[config.mk]
export PLATFORM = sky130hd
export DESIGN_NAME = fifo_drain_streamer
export DESIGN_NICKNAME = d
export VERILOG_FILES = /design/src/rtl/fifo_drain_streamer.sv
export SDC_FILE = /design/constraint.sdc
export NUM_CORES = 1
export LEC_CHECK = 0
export ABC_AREA = 1
export CAP_MARGIN = 20
export CORE_MARGIN = 2
export CORE_UTILIZATION = 40
export DETAILED_ROUTE_END_ITERATION = 8
export DONT_BUFFER_PORTS = 1
export PLACE_DENSITY = 0.61
export SLEW_MARGIN = 20
export SYNTH_ARGS = -nofsm -noshare
export SYNTH_HDL_FRONTEND = slang
export SYNTH_SLANG_ARGS = --single-unit
[constraint.sdc]
create_clock -name clk -period 1.81 [get_ports clk]
set_input_delay 0.362 -clock clk [delete_from_list [all_inputs] [get_ports clk]]
set_output_delay 0.362 -clock clk [all_outputs]
set_load 0.01 [all_outputs]
[src/rtl/fifo_drain_streamer.sv]
// Drains a synchronous FIFO into a valid/ready stream through a 2-entry skid buffer.
// Optional STREAM_STATS_EN macro enables the delivered-word counter on words_out.
module fifo_drain_streamer #(
  parameter int FIFO_WIDTH = 16,
  parameter int SKID_DEPTH = 2
) (
  input  logic                  clk,
  input  logic                  rst,
  input  logic                  en,
  input  logic                  fifo_empty,
  input  logic [FIFO_WIDTH-1:0] fifo_data_out,
  input  logic                  fifo_underflow,
  output logic                  fifo_rd_en,
  output logic                  m_valid,
  input  logic                  m_ready,
  output logic [FIFO_WIDTH-1:0] m_data,
  output logic                  err_underflow,
  output logic [31:0]           words_out
);

  generate
    if (SKID_DEPTH != 2) begin : g_bad_skid_depth
      $error("fifo_drain_streamer: SKID_DEPTH must be 2");
    end
  endgenerate

  typedef enum logic [1:0] {
    OCC_EMPTY = 2'd0,
    OCC_ONE   = 2'd1,
    OCC_TWO   = 2'd2
  } occ_t;

  occ_t                  occ_q, occ_d;
  logic                  inflight_q, inflight_d;
  logic [FIFO_WIDTH-1:0] head_q, head_d;
  logic [FIFO_WIDTH-1:0] tail_q, tail_d;
  logic                  err_q, err_d;

  logic       pop;
  logic       push;
  logic [1:0] occ_cnt;
  logic [2:0] slots_used;

  assign occ_cnt    = occ_q;
  assign slots_used = {1'b0, occ_cnt} + {2'b00, inflight_q};
  assign m_valid    = (occ_q != OCC_EMPTY);
  assign m_data     = head_q;
  assign pop        = m_valid & m_ready;
  assign push       = inflight_q & ~fifo_underflow;

  // A pop this cycle frees a slot in time for the word returning next cycle.
  assign fifo_rd_en = en & ~fifo_empty & ((slots_used < 3'd2) | pop);

  assign err_underflow = err_q;

  always_ff @(posedge clk) begin
    if (rst) begin
      occ_q      <= OCC_EMPTY;
      inflight_q <= 1'b0;
      head_q     <= '0;
      tail_q     <= '0;
      err_q      <= 1'b0;
    end else begin
      occ_q      <= occ_d;
      inflight_q <= inflight_d;
      head_q     <= head_d;
      tail_q     <= tail_d;
      err_q      <= err_d;
    end
  end

  always_comb begin
    occ_d      = occ_q;
    head_d     = head_q;
    tail_d     = tail_q;
    inflight_d = fifo_rd_en;
    err_d      = err_q | (inflight_q & fifo_underflow);

    case ({push, pop})
      2'b10: begin
        case (occ_q)
          OCC_EMPTY: begin
            head_d = fifo_data_out;
            occ_d  = OCC_ONE;
          end
          OCC_ONE: begin
            tail_d = fifo_data_out;
            occ_d  = OCC_TWO;
          end
          default: occ_d = occ_q;
        endcase
      end
      2'b01: begin
        head_d = tail_q;
        occ_d  = (occ_q == OCC_TWO) ? OCC_ONE : OCC_EMPTY;
      end
      2'b11: begin
        // Head is leaving: with one entry the new word becomes the head directly.
        if (occ_q == OCC_ONE) begin
          head_d = fifo_data_out;
        end else begin
          head_d = tail_q;
          tail_d = fifo_data_out;
        end
      end
      default: begin
        occ_d = occ_q;
      end
    endcase
  end

`ifdef STREAM_STATS_EN
  logic [31:0] words_q;

  always_ff @(posedge clk) begin
    if (rst) begin
      words_q <= '0;
    end else if (pop) begin
      words_q <= words_q + 32'd1;
    end
  end

  assign words_out = words_q;
`else
  assign words_out = 32'd0;
`endif

endmodule

=== Word-level counts from Yosys, hierarchy flattened ===
Cells that the tools add are included.

* Input port bits: 22
* Output and inout bits: 51
* Word-level logic and storage cells: 40
* Flip-flop bits (word level): 36

* Reduce and logical (&&, ||, !) cells: 8
* Magnitude comparators: 1
* Equality and inequality tests: 8
* Add/sub/neg operators: 1
* Mux-type cells: 8
* Bitwise logic cells: 9

{| class="wikitable"
|+ Operators with widths
! cell !! count
|-
| 16-bit 2-to-1 mux || 3
|-
| 16-bit case mux with 3 select lines || 1
|-
| 16-bit case mux with 2 select lines || 1
|-
| 2-bit case mux with 2 select lines || 2
|-
| 2-bit == test, second input constant || 3
|-
| 2-bit AND reduction || 3
|-
| 2-bit nonzero test || 3
|-
| 1-bit bitwise AND || 5
|-
| 2-bit by 1-bit == test with 1-bit output, second input constant || 2
|-
| 2-bit inequality test, second input constant || 2
|-
| 2-bit by 1-bit adder with 3-bit output || 1
|-
| 3-bit by 2-bit < comparator with 1-bit output, second input constant || 1
|-
| 3-bit inequality test, second input constant || 1
|-
| 3-bit nonzero test || 1
|-
| 2-bit logical NOT || 1
|-
| 1-bit inverter || 2
|-
| 1-bit bitwise OR || 2
|-
| 1-bit 2-to-1 mux || 1
|}

=== Logic depth before layout (Yosys ltp) ===
Gate-level depths: netlist of the first run.

* Depth in word-level cells: 5
* Depth in mapped cells: 15
* Depth with buffers taken out: 11

=== Worst setup path before layout of the first run ===
OpenSTA, ideal clock, no wires.

* Path kind: reg2reg
* Start point: reg occ_q[1] (netlist: occ_cnt[1])
* End point: reg tail_q[10]
* Slack: -109 ps
* Arrival: 1798 ps
* Data required time: 1688 ps
* Setup time: 122 ps
* Stages on the path, launching flop included: 13
* Buffers on the path: 2
* Period minus slack after synthesis: 1919 ps
* Path through: dfxtp_1 -> inv_2 -> nand2_2 -> nand2_2 -> buf_6 -> inv_1 -> ha_1 -> inv_2 -> nand2_1 -> o21ai_2 -> buf_4 -> o21ai_0 -> a21oi_1

* Longest elaborated chain between the ends: 5
* Elaborated cells between the ends (all ways): 10
* Those cells by class: eq/ne (4); mux (2); bitwise (1); reduce/logical (3)

{| class="wikitable"
|+ RTL lines
! element !! line !! RTL
|-
| start: declaration || 33 || <nowiki>occ_t occ_q, occ_d;</nowiki>
|-
| start signal: assignment || 58 || <nowiki>occ_q <= OCC_EMPTY;</nowiki>
|-
| start signal: assignment || 64 || <nowiki>occ_q <= occ_d;</nowiki>
|-
| 2-bit nonzero test (*) || 46 || <nowiki>assign m_valid = (occ_q != OCC_EMPTY);</nowiki>
|-
| net m_valid || 14 || <nowiki>output logic m_valid,</nowiki>
|-
| 1-bit bitwise AND (*) || 48 || <nowiki>assign pop = m_valid & m_ready;</nowiki>
|-
| 2-bit == test || 79 || <nowiki>case ({push, pop})</nowiki>
|-
| 2-bit inequality test (no line) or 2-bit nonzero test (tied branches) || - ||
|-
| 2-bit AND reduction (no line) || - ||
|-
| end signal: assignment || 67 || <nowiki>tail_q <= tail_d;</nowiki>
|-
| end: declaration || 36 || <nowiki>logic [FIFO_WIDTH-1:0] tail_q, tail_d;</nowiki>
|}

The timed path passes the listed nets; every way through them passes the cells marked *.
A chain may end at the register's enable or synchronous reset.

=== Worst setup path after layout of the first run ===
* Start point: reg occ_q[0] (netlist: occ_cnt[0])
* End point: out fifo_rd_en

* Longest elaborated chain between the ends: 4
* Elaborated cells between the ends (all ways): 6
* Those cells by class: add/sub (1); order compare (1); bitwise (3); reduce/logical (1)

{| class="wikitable"
|+ RTL lines
! element !! line !! RTL
|-
| 2-bit by 1-bit adder with 3-bit output or 2-bit nonzero test (tied branches) || 45, 46 ||
|-
| 3-bit by 2-bit < comparator with 1-bit output or 1-bit bitwise AND (tied branches) || 52, 48 ||
|-
| 1-bit bitwise OR (*) || 52 || <nowiki>assign fifo_rd_en = en & ~fifo_empty & ((slots_used < 3'd2) | pop);</nowiki>
|-
| 1-bit bitwise AND (*) || 52 ||
|-
| end: declaration || 13 || <nowiki>output logic fifo_rd_en,</nowiki>
|}

Every way passes the cells marked *; elsewhere a longest branch is shown, timed or not.

==> results of run 1 <==
metrics by stage:
| stage | TNS (ns) | worst slack [ns] | hold WS [ns] | instance area (sq um) | cells |
|---|---|---|---|---|---|
| after detailed placement | -0.0426 | -0.0279 | 0.436 | 2500 | 482 |
| after CTS | 0 | 0.0681 | 0.122 | 2590 | 490 |
| after global placement | -0.00386 | -0.00386 | 0.436 | 2500 | 482 |
| after global routing | 0 | 0.00379 | 0.114 | 2600 | 490 |
| final | 0 | 0.127 | 0.132 | 2600 | 490 |
| after floorplan | 0 | 0.0263 | 0.441 | 2680 | 449 |
state kept, by name, summed over array words and instances (netlist names):
name and count:
err_underflow 1, occ_cnt 2, tail_q 16, inflight_q 1
m_data 16
layer usage:
metal	vias up	track usage, %	share of wire, %
li1	1245	-	-
met1	1045	23.7	43
met2	93	31.6	47
met3	8	4.85	7.8
met4	0	8.21	1.9
met5	-	0	0
final timing paths:
path | endpoint | cells after the start
hold reg to reg | tail_q[13] | 2
hold / removal | m_data[0] | 1
setup / recovery | fifo_rd_en | 5
setup reg to reg | tail_q[14] | 11
logic make-up (layout without fill, tap and decap cells):
family                     count (synthesis)  after routing  share of synthesized area [%]
other                                      1             32                          0.148
and+or+nand+nor                          199            199                           33.2
DFF                                       36             36                           28.4
adders and majority gates                  3              3                           1.48
AOI/OAI and AO/OA                         70             70                           14.2
buffers and inverters                    109             73                           22.6
cell usage in the layout, fill, tap and decap left out, drive strengths merged:
cell and instances:
inv 53, nor2 22, buf 11, or2 1, a21oi 36, dfxtp 36
nand3b 2, nor3 1, nor4 1, nand3 54, ha 3, conb 32
o21a 1, o21ai 33, nand4 2, clkinv 1, nand2 116, clkbuf 8
power groups by stage:
stage | Combinational [mW] | Clock (mW) | Sequential, mW
global route | 0.962 | 0.658 | 1.01
CTS | 0.820 | 0.622 | 0.996
finish | 0.827 | 0.596 | 0.994
detailed placement | 0.814 | 0 | 1.01
floorplan | 0.728 | 0 | 0.996
global placement | 0.805 | 0 | 1.01
repair_timing:
| item | 4_1_cts | 5_1_grt |
|---|---|---|
| setup endpoints to repair | 13 | 23 |
| buffers inserted | 0 | 0 |
| cloned | 0 | 0 |
| resized for setup | 1 | 7 |
cell type report:
cell class / count / share of cell area (%)
sequential: 36 / 27.8
clock buffer: 8 / 3.46
multi-input combinational: 304 / 53.3
timing repair buffer: 11 / 3.80
tap: 77 / 3.71
inverter: 54 / 7.94
==> impl_metrics.tcl, run 1 <==
set metrics [dict create \
    status "finished clean" \
    multi_input_area_sq_mm 0.00139 \
    die_y_microns 83.7 \
    io_buffer_count 0 \
    via_per_inst 4.88 \
    required_ns 1.45 \
    ant_nets 0 \
    path_delay_family "flip-flops" \
    leakagePower_nw 1.31 \
    synth-main-ff-cell "dfxtp_1" \
    grt_pass1_vias 2257 \
    clock_power_share_pct 24.7 \
    skew_ns 0.00361 \
    p_int_mw 1.48 \
    slowest_stage "dfxtp_1" \
    syn_area_sq_mm 0.00254 \
    synth_top_cell_area_share_pct 28.4 \
    cap_violations 0 \
    dr.pass1.iters 4 \
    combPwrFrac_pct 34.2 \
    finalNetCount 437 \
    num_rows 29 \
    reg2reg_slack_ns 0.15 \
    clock_latency_ns 0.29 \
    io_pins 73 \
    cts_root_buf "clkbuf_8" \
    post-route-period-util_pct 93.0 \
    cp-start-kind "flip-flop" \
    vias 2391 \
    vdd_drop_max_mv 0.359 \
    regArea_sq_um 722 \
    synth_top_area_cell "dfxtp_1" \
    start_util_pct 40.7 \
    grt_max_degree 47 \
    drt-total-wl_mm 6.27 \
    rsz0062_at_grt "no" \
    nFillCells 693 \
    setup_viol 0 \
    hold_buffers 0 \
    tritoncts "yes" \
    area_growth_pct 2.36 \
    crit_chain "buf_6 > a21oi_1 > nor2_1 > nor3_1 > buf_4" \
    grt.overflow.total 0 \
    maxSlewViolCount 0 \
    antenna_found_initial 0 \
    r2r_start "occ_cnt[0]" \
    switchingPower_uw 932 \
    synth_edf_count 0 \
    synth-seq-area-share_pct 28.4 \
    clockBufferDepth 2 \
    dp_hpwl_mm 4.06 \
    yosys-top-cells-area "dfxtp_1 (28%), nand2_1 (17%), buf_4 (11%)" \
    htreeDepth 2 \
    synth_cells 418 \
    min_period_ns 1.68 \
    worst-path-buf-inv 2 \
    synth_cell_types 27 \
    synth.most_common_cell "nand2_1" \
    synthArstFlopShare_pct 0 \
    post-route-util_pct 41.7 \
    critPathCaptureType "primary output" \
    hp-class "input pin to flip-flop" \
    synth_commonest_cells "nand2_1 (113), nand3_1 (54), inv_1 (50)" \
    power.total_mw 2.42 \
    drtIter0Drc 141 \
    place_congestion 0.774 \
    ys_seq_elements 36 \
    wl_per_cell_microns 12.8 \
    arrival_ns 1.32 \
    avgSynthCellArea_sq_um 6.08 \
    critPathLaunch "occ_cnt[0]" \
    grt_first_pass_wirelength_mm 10.9 \
    yosysWarningCount 0 \
    power.density_mw_per_mm2 929 \
    critPathKind "flip-flop to primary output" \
    slowest_delay_ns 0.36 \
    grt_usage_pct 19.2 \
    crit_path_max_fanout 18 \
    path_clk_slew_ns 0.07 \
    die-area_sq_mm 0.00700 \
    antenna_cells 0 \
    die_w_microns 83.7 \
    clock.fmax_ghz 0.594 \
    cts_sinks 36 \
    coreArea_sq_mm 0.00624 \
    min_from "rst" \
    drc_errors 0 \
    hold_viol_final 0 \
    cts_buffers 5 \
    final_layout_size_suffix_gt1_share_pct 7.99 \
    seqPwrFrac_pct 41.1 \
    switching_share_pct 38.6 \
]
Power figures use the tool's default switching activity.
==> run 2: changes to the inputs <==
CELL_PAD_IN_SITES_DETAIL_PLACEMENT = 0   (was not set)
CELL_PAD_IN_SITES_GLOBAL_PLACEMENT = 2   (was not set)
CORE_UTILIZATION = 29   (was 40)
PLACE_DENSITY = 0.8   (was 0.61)
==> impl_metrics.tcl, run 2 (synthesis results as in run 1) <==
set metrics [dict create \
    grt_pass1_vias 2309 \
    die_y_microns 97.6 \
    wl_met2_mm 3.05 \
    die-area_sq_mm 0.00952 \
    place_congestion 0.842 \
    slowest_delay_ns 0.36 \
    final_common_cell "nand2_1" \
    min_path_cells 1 \
    skew_ns 0.00458 \
    met3_length_microns 500 \
    finalNetCount 440 \
    mostFrequentLayoutCells "nand2_1 (112), nand3_1 (54), inv_1 (49)" \
    post-route-period-util_pct 96.0 \
    htreeDepth 2 \
    highest_layer "met4" \
    path_delay_family "flip-flops" \
    cts_sinks 36 \
    crit_chain "buf_6 > a21oi_1 > nor2_1 > nor3_1 > buf_4" \
    start_util_pct 29.6 \
    power.density_mw_per_mm2 900 \
    required_ns 1.45 \
    clock_latency_ns 0.28 \
    maxSlewViolCount 0 \
    worst-path-buf-inv 2 \
    vias 2398 \
    wl_met1_mm 3.24 \
    final_layout_size_suffix_gt1_share_pct 8.47 \
    grt_usage_pct 15.2 \
    cap_violations 0 \
    tns_ns 0 \
    critPathCaptureType "primary output" \
    drtIter0Drc 105 \
    leakagePower_nw 1.32 \
    wl_per_cell_microns 13.3 \
    hp-class "input pin to flip-flop" \
    io_buffer_count 0 \
    cts_buffers 5 \
    die_w_microns 97.6 \
    cp.depth 5 \
    dr.pass1.iters 4 \
    crit_path_max_fanout 18 \
    nFillCells 969 \
    post_cts_buffers 0 \
    hold_viol_final 0 \
    drc_errors 0 \
    antenna_found_initial 0 \
    min_period_ns 1.74 \
    io_pins 73 \
    ant_nets 0 \
    critPathKind "flip-flop to primary output" \
    clock.fmax_ghz 0.575 \
    grt_max_degree 30 \
    antenna_cells 0 \
    rr_worst_depth 11 \
    grt.overflow.total 0 \
    num_rows 34 \
    slowest_stage "dfxtp_1" \
    tritoncts "yes" \
    hold_slack_ns 0.139 \
    grt_first_pass_wirelength_mm 11.8 \
    cp-start-kind "flip-flop" \
    arrival_ns 1.38 \
    cts_root_buf "clkbuf_8" \
    coreArea_sq_mm 0.00859 \
    rsz0062_at_grt "no" \
    setup_viol 0 \
    drt-total-wl_mm 6.93 \
    status "finished clean" \
    via_per_inst 4.60 \
    multi_input_area_sq_mm 0.00138 \
    regArea_sq_um 722 \
    dp_hpwl_mm 4.61 \
    vdd_drop_max_mv 0.358 \
    area_growth_pct 3.74 \
    clockBufferDepth 2 \
    path_clk_slew_ns 0.07 \
]
[run 2: layer usage]
| metal | global-route usage, % | vias to the layer above |
|---|---|---|
| met4 | 5.02 | 0 |
| met5 | 0 | - |
| met2 | 25.2 | 81 |
| li1 | - | 1253 |
| met1 | 19.0 | 1052 |
| met3 | 4.24 | 12 |
[run 2: cell type report]
| class | instances | area share [%] |
|---|---|---|
| clock buffer | 5 | 2.61 |
| inverter | 54 | 7.83 |
| multi-input combinational | 304 | 52.4 |
| sequential | 36 | 27.4 |
| tap | 108 | 5.13 |
| timing repair buffer | 14 | 4.61 |
[run 2: power by group]
group	switching, mW	total [mW]	internal (mW)
sequential	0.105	0.999	0.894
clock	0.276	0.525	0.248
combinational	0.559	0.849	0.290
total	0.941	2.37	1.43
[run 2: path summary, 6_finish.rpt]
kind / start / to / slack (ns)
worst max-delay path: occ_cnt[0] / fifo_rd_en / 0.07
worst max register to register: occ_cnt[1] / tail_q[4] / 0.17
worst min-delay path: rst / m_data[0] / 0.14
worst min register to register: tail_q[8] / tail_q[8] / 0.48
[run 2: worst reg2reg max path: stages (launching register included)]
cell and delay (ns):
dfxtp_2 0.38, inv_2 0.05, nand2_2 0.07, nand2_2 0.07
inv_2 0.10, ha_2 0.21, inv_4 0.07, nand2_4 0.11
o21ai_4 0.09, buf_12 0.17, o21ai_0 0.15, a21oi_1 0.06
[run 2: timing repair]
| item | CTS | global route |
|---|---|---|
| hold buffers | 0 | 0 |
| resized for setup | 0 | 4 |
| endpoints found under the setup margin | 0 | 27 |
[run 2: per-stage QoR]
step	setup slack, ns	util (%)	area, sq um	instances	power (mW)
floorplan	0.0263	-	2680	449	1.72
global placement	0.104	29.8	2560	516	1.86
detailed placement	0.0840	29.8	2560	516	1.86
CTS	0.0290	30.6	2630	521	2.41
global route	0.0182	30.7	2640	521	2.58
finish	0.0721	30.7	2640	521	2.37
==> run 3: changes to the inputs <==
CORE_MARGIN = 1   (was 2)
==> impl_metrics.tcl, run 3 (synthesis results as in run 1) <==
set metrics [dict create \
    grt_max_degree 47 \
    cts_sinks 36 \
    finalNetCount 448 \
    htreeDepth 2 \
    ant_nets 0 \
    drt-total-wl_mm 6.93 \
    tritoncts "yes" \
    grt_usage_pct 16.2 \
    die_y_microns 95.6 \
    multi_input_area_sq_mm 0.00140 \
    cts_root_buf "clkbuf_8" \
    hold_buffers 0 \
    clock_latency_ns 0.29 \
    combPwrFrac_pct 35.5 \
    final_common_cell "nand2_1" \
    drc_errors 0 \
    coreArea_sq_mm 0.00834 \
    leakagePower_nw 1.37 \
    mostFrequentLayoutCells "nand2_1 (112), nand3_1 (54), inv_1 (49)" \
    switchingPower_uw 967 \
    dr.pass1.iters 7 \
    min_path_cells 1 \
    drtIter0Drc 121 \
    setup_viol 0 \
    hold_viol_final 0 \
    switching_share_pct 39.9 \
    cap_violations 0 \
    arrival_ns 1.90 \
    place_congestion 0.838 \
    min_period_ns 1.66 \
    io_pins 73 \
    nFillCells 931 \
    p_int_mw 1.46 \
    whs_endpoint "m_data[4]" \
    status "finished clean" \
    post-route-util_pct 32.5 \
    regArea_sq_um 723 \
    via_per_inst 4.58 \
    path_clk_slew_ns 0.08 \
    fin_ws_ns 0.146 \
    antenna_cells 0 \
    wl_per_cell_microns 13.1 \
    cts_buffers 5 \
    clock.fmax_ghz 0.601 \
    io_buffer_count 0 \
    min_from "rst" \
    crit_path_max_fanout 8 \
    clockBufferDepth 2 \
    tns_ns 0 \
    r2r_start "occ_cnt[0]" \
    required_ns 2.04 \
    rr_worst_depth 11 \
    seqPwrFrac_pct 41.0 \
    dp_hpwl_mm 4.41 \
    antenna_found_initial 0 \
    critPathCaptureType "flip-flop" \
    cp-start-kind "flip-flop" \
    start_util_pct 30.5 \
    power.density_mw_per_mm2 894 \
    die-area_sq_mm 0.00914 \
    die_w_microns 95.6 \
    reg2reg_slack_ns 0.15 \
    post-route-period-util_pct 92.0 \
    area_growth_pct 6.75 \
    reg2reg_to "tail_q[7]" \
    num_rows 33 \
    vias 2417 \
    maxSlewViolCount 0 \
    critPathKind "flip-flop to flip-flop" \
    grt.overflow.total 0 \
    grt_pass1_vias 2156 \
    grt_first_pass_wirelength_mm 11.2 \
    dp_worst_setup_slack_ns -0.0926 \
    vdd_drop_max_mv 0.359 \
    hp-class "input pin to flip-flop" \
    final_layout_size_suffix_gt1_share_pct 10.6 \
    skew_ns 0.00984 \
    clock_power_share_pct 23.5 \
]
## run 3: repair_timing
action | in CTS | in global routing
resized for setup | 1 | 8
pin swaps | 1 | 2
hold endpoints to repair | 0 | 0
setup buffers | 0 | 8
setup endpoints to repair | 20 | 29
## run 3: worst max-delay path, cell delays in order, from the launching register on
cell	delay [ns]
dfxtp_2	0.34
inv_2	0.05
nand2_2	0.07
nand2_2	0.09
inv_4	0.09
ha_2	0.18
inv_2	0.07
o21ai_4	0.28
buf_6	0.15
buf_4	0.10
o21ai_0	0.06
a21oi_1	0.13
## run 3: metrics by stage
| stage | instance area [sq um] | std cells | hold slack (ns) | total power [mW] |
|---|---|---|---|---|
| floorplan | 2680 | 449 | 0.441 | 1.72 |
| global placement | 2540 | 513 | 0.435 | 1.84 |
| detailed placement | 2540 | 513 | 0.437 | 1.84 |
| CTS | 2620 | 520 | 0.121 | 2.42 |
| global route | 2710 | 528 | 0.109 | 2.63 |
| finish | 2710 | 528 | 0.129 | 2.42 |
## run 3: worst max-delay path by stage
stage | depth (start not counted) | slack, ns | to | from
floorplan | 13 | 0.03 | tail_q[10] | occ_cnt[0]
global placement | 11 | 0.01 | m_data[11] | occ_cnt[0]
detailed placement | 11 | -0.09 | m_data[4] | occ_cnt[0]
CTS | 10 | 0.007 | tail_q[0] | occ_cnt[0]
global route | 11 | -0.003 | tail_q[6] | occ_cnt[0]
finish | 11 | 0.15 | tail_q[7] | occ_cnt[0]
## run 3: power groups by stage
stage                     logic (mW)  clock network [mW]  registers (mW)
after global routing           0.992               0.625            1.01
final                          0.860               0.569           0.994
after floorplan                0.728                   0           0.996
after detailed placement       0.826                   0            1.01
after CTS                      0.833               0.591           0.995
after global placement         0.823                   0            1.01
## run 3: cell type report
class	count	area share [%]
flip-flops and latches	36	26.7
multi-input cells	304	51.5
well taps	105	4.85
inverters	54	7.61
repair buffers	22	6.51
clock inverters	1	0.185
clock buffers	6	2.68
## run 3: per-layer routing
layer,vias to the layer above,GRT usage (%),part of all wire [%]
met5,-,0,0
met1,1061,21.1,48
li1,1263,-,-
met3,8,4.47,7.1
met2,85,26.1,44
met4,0,4.23,1.1
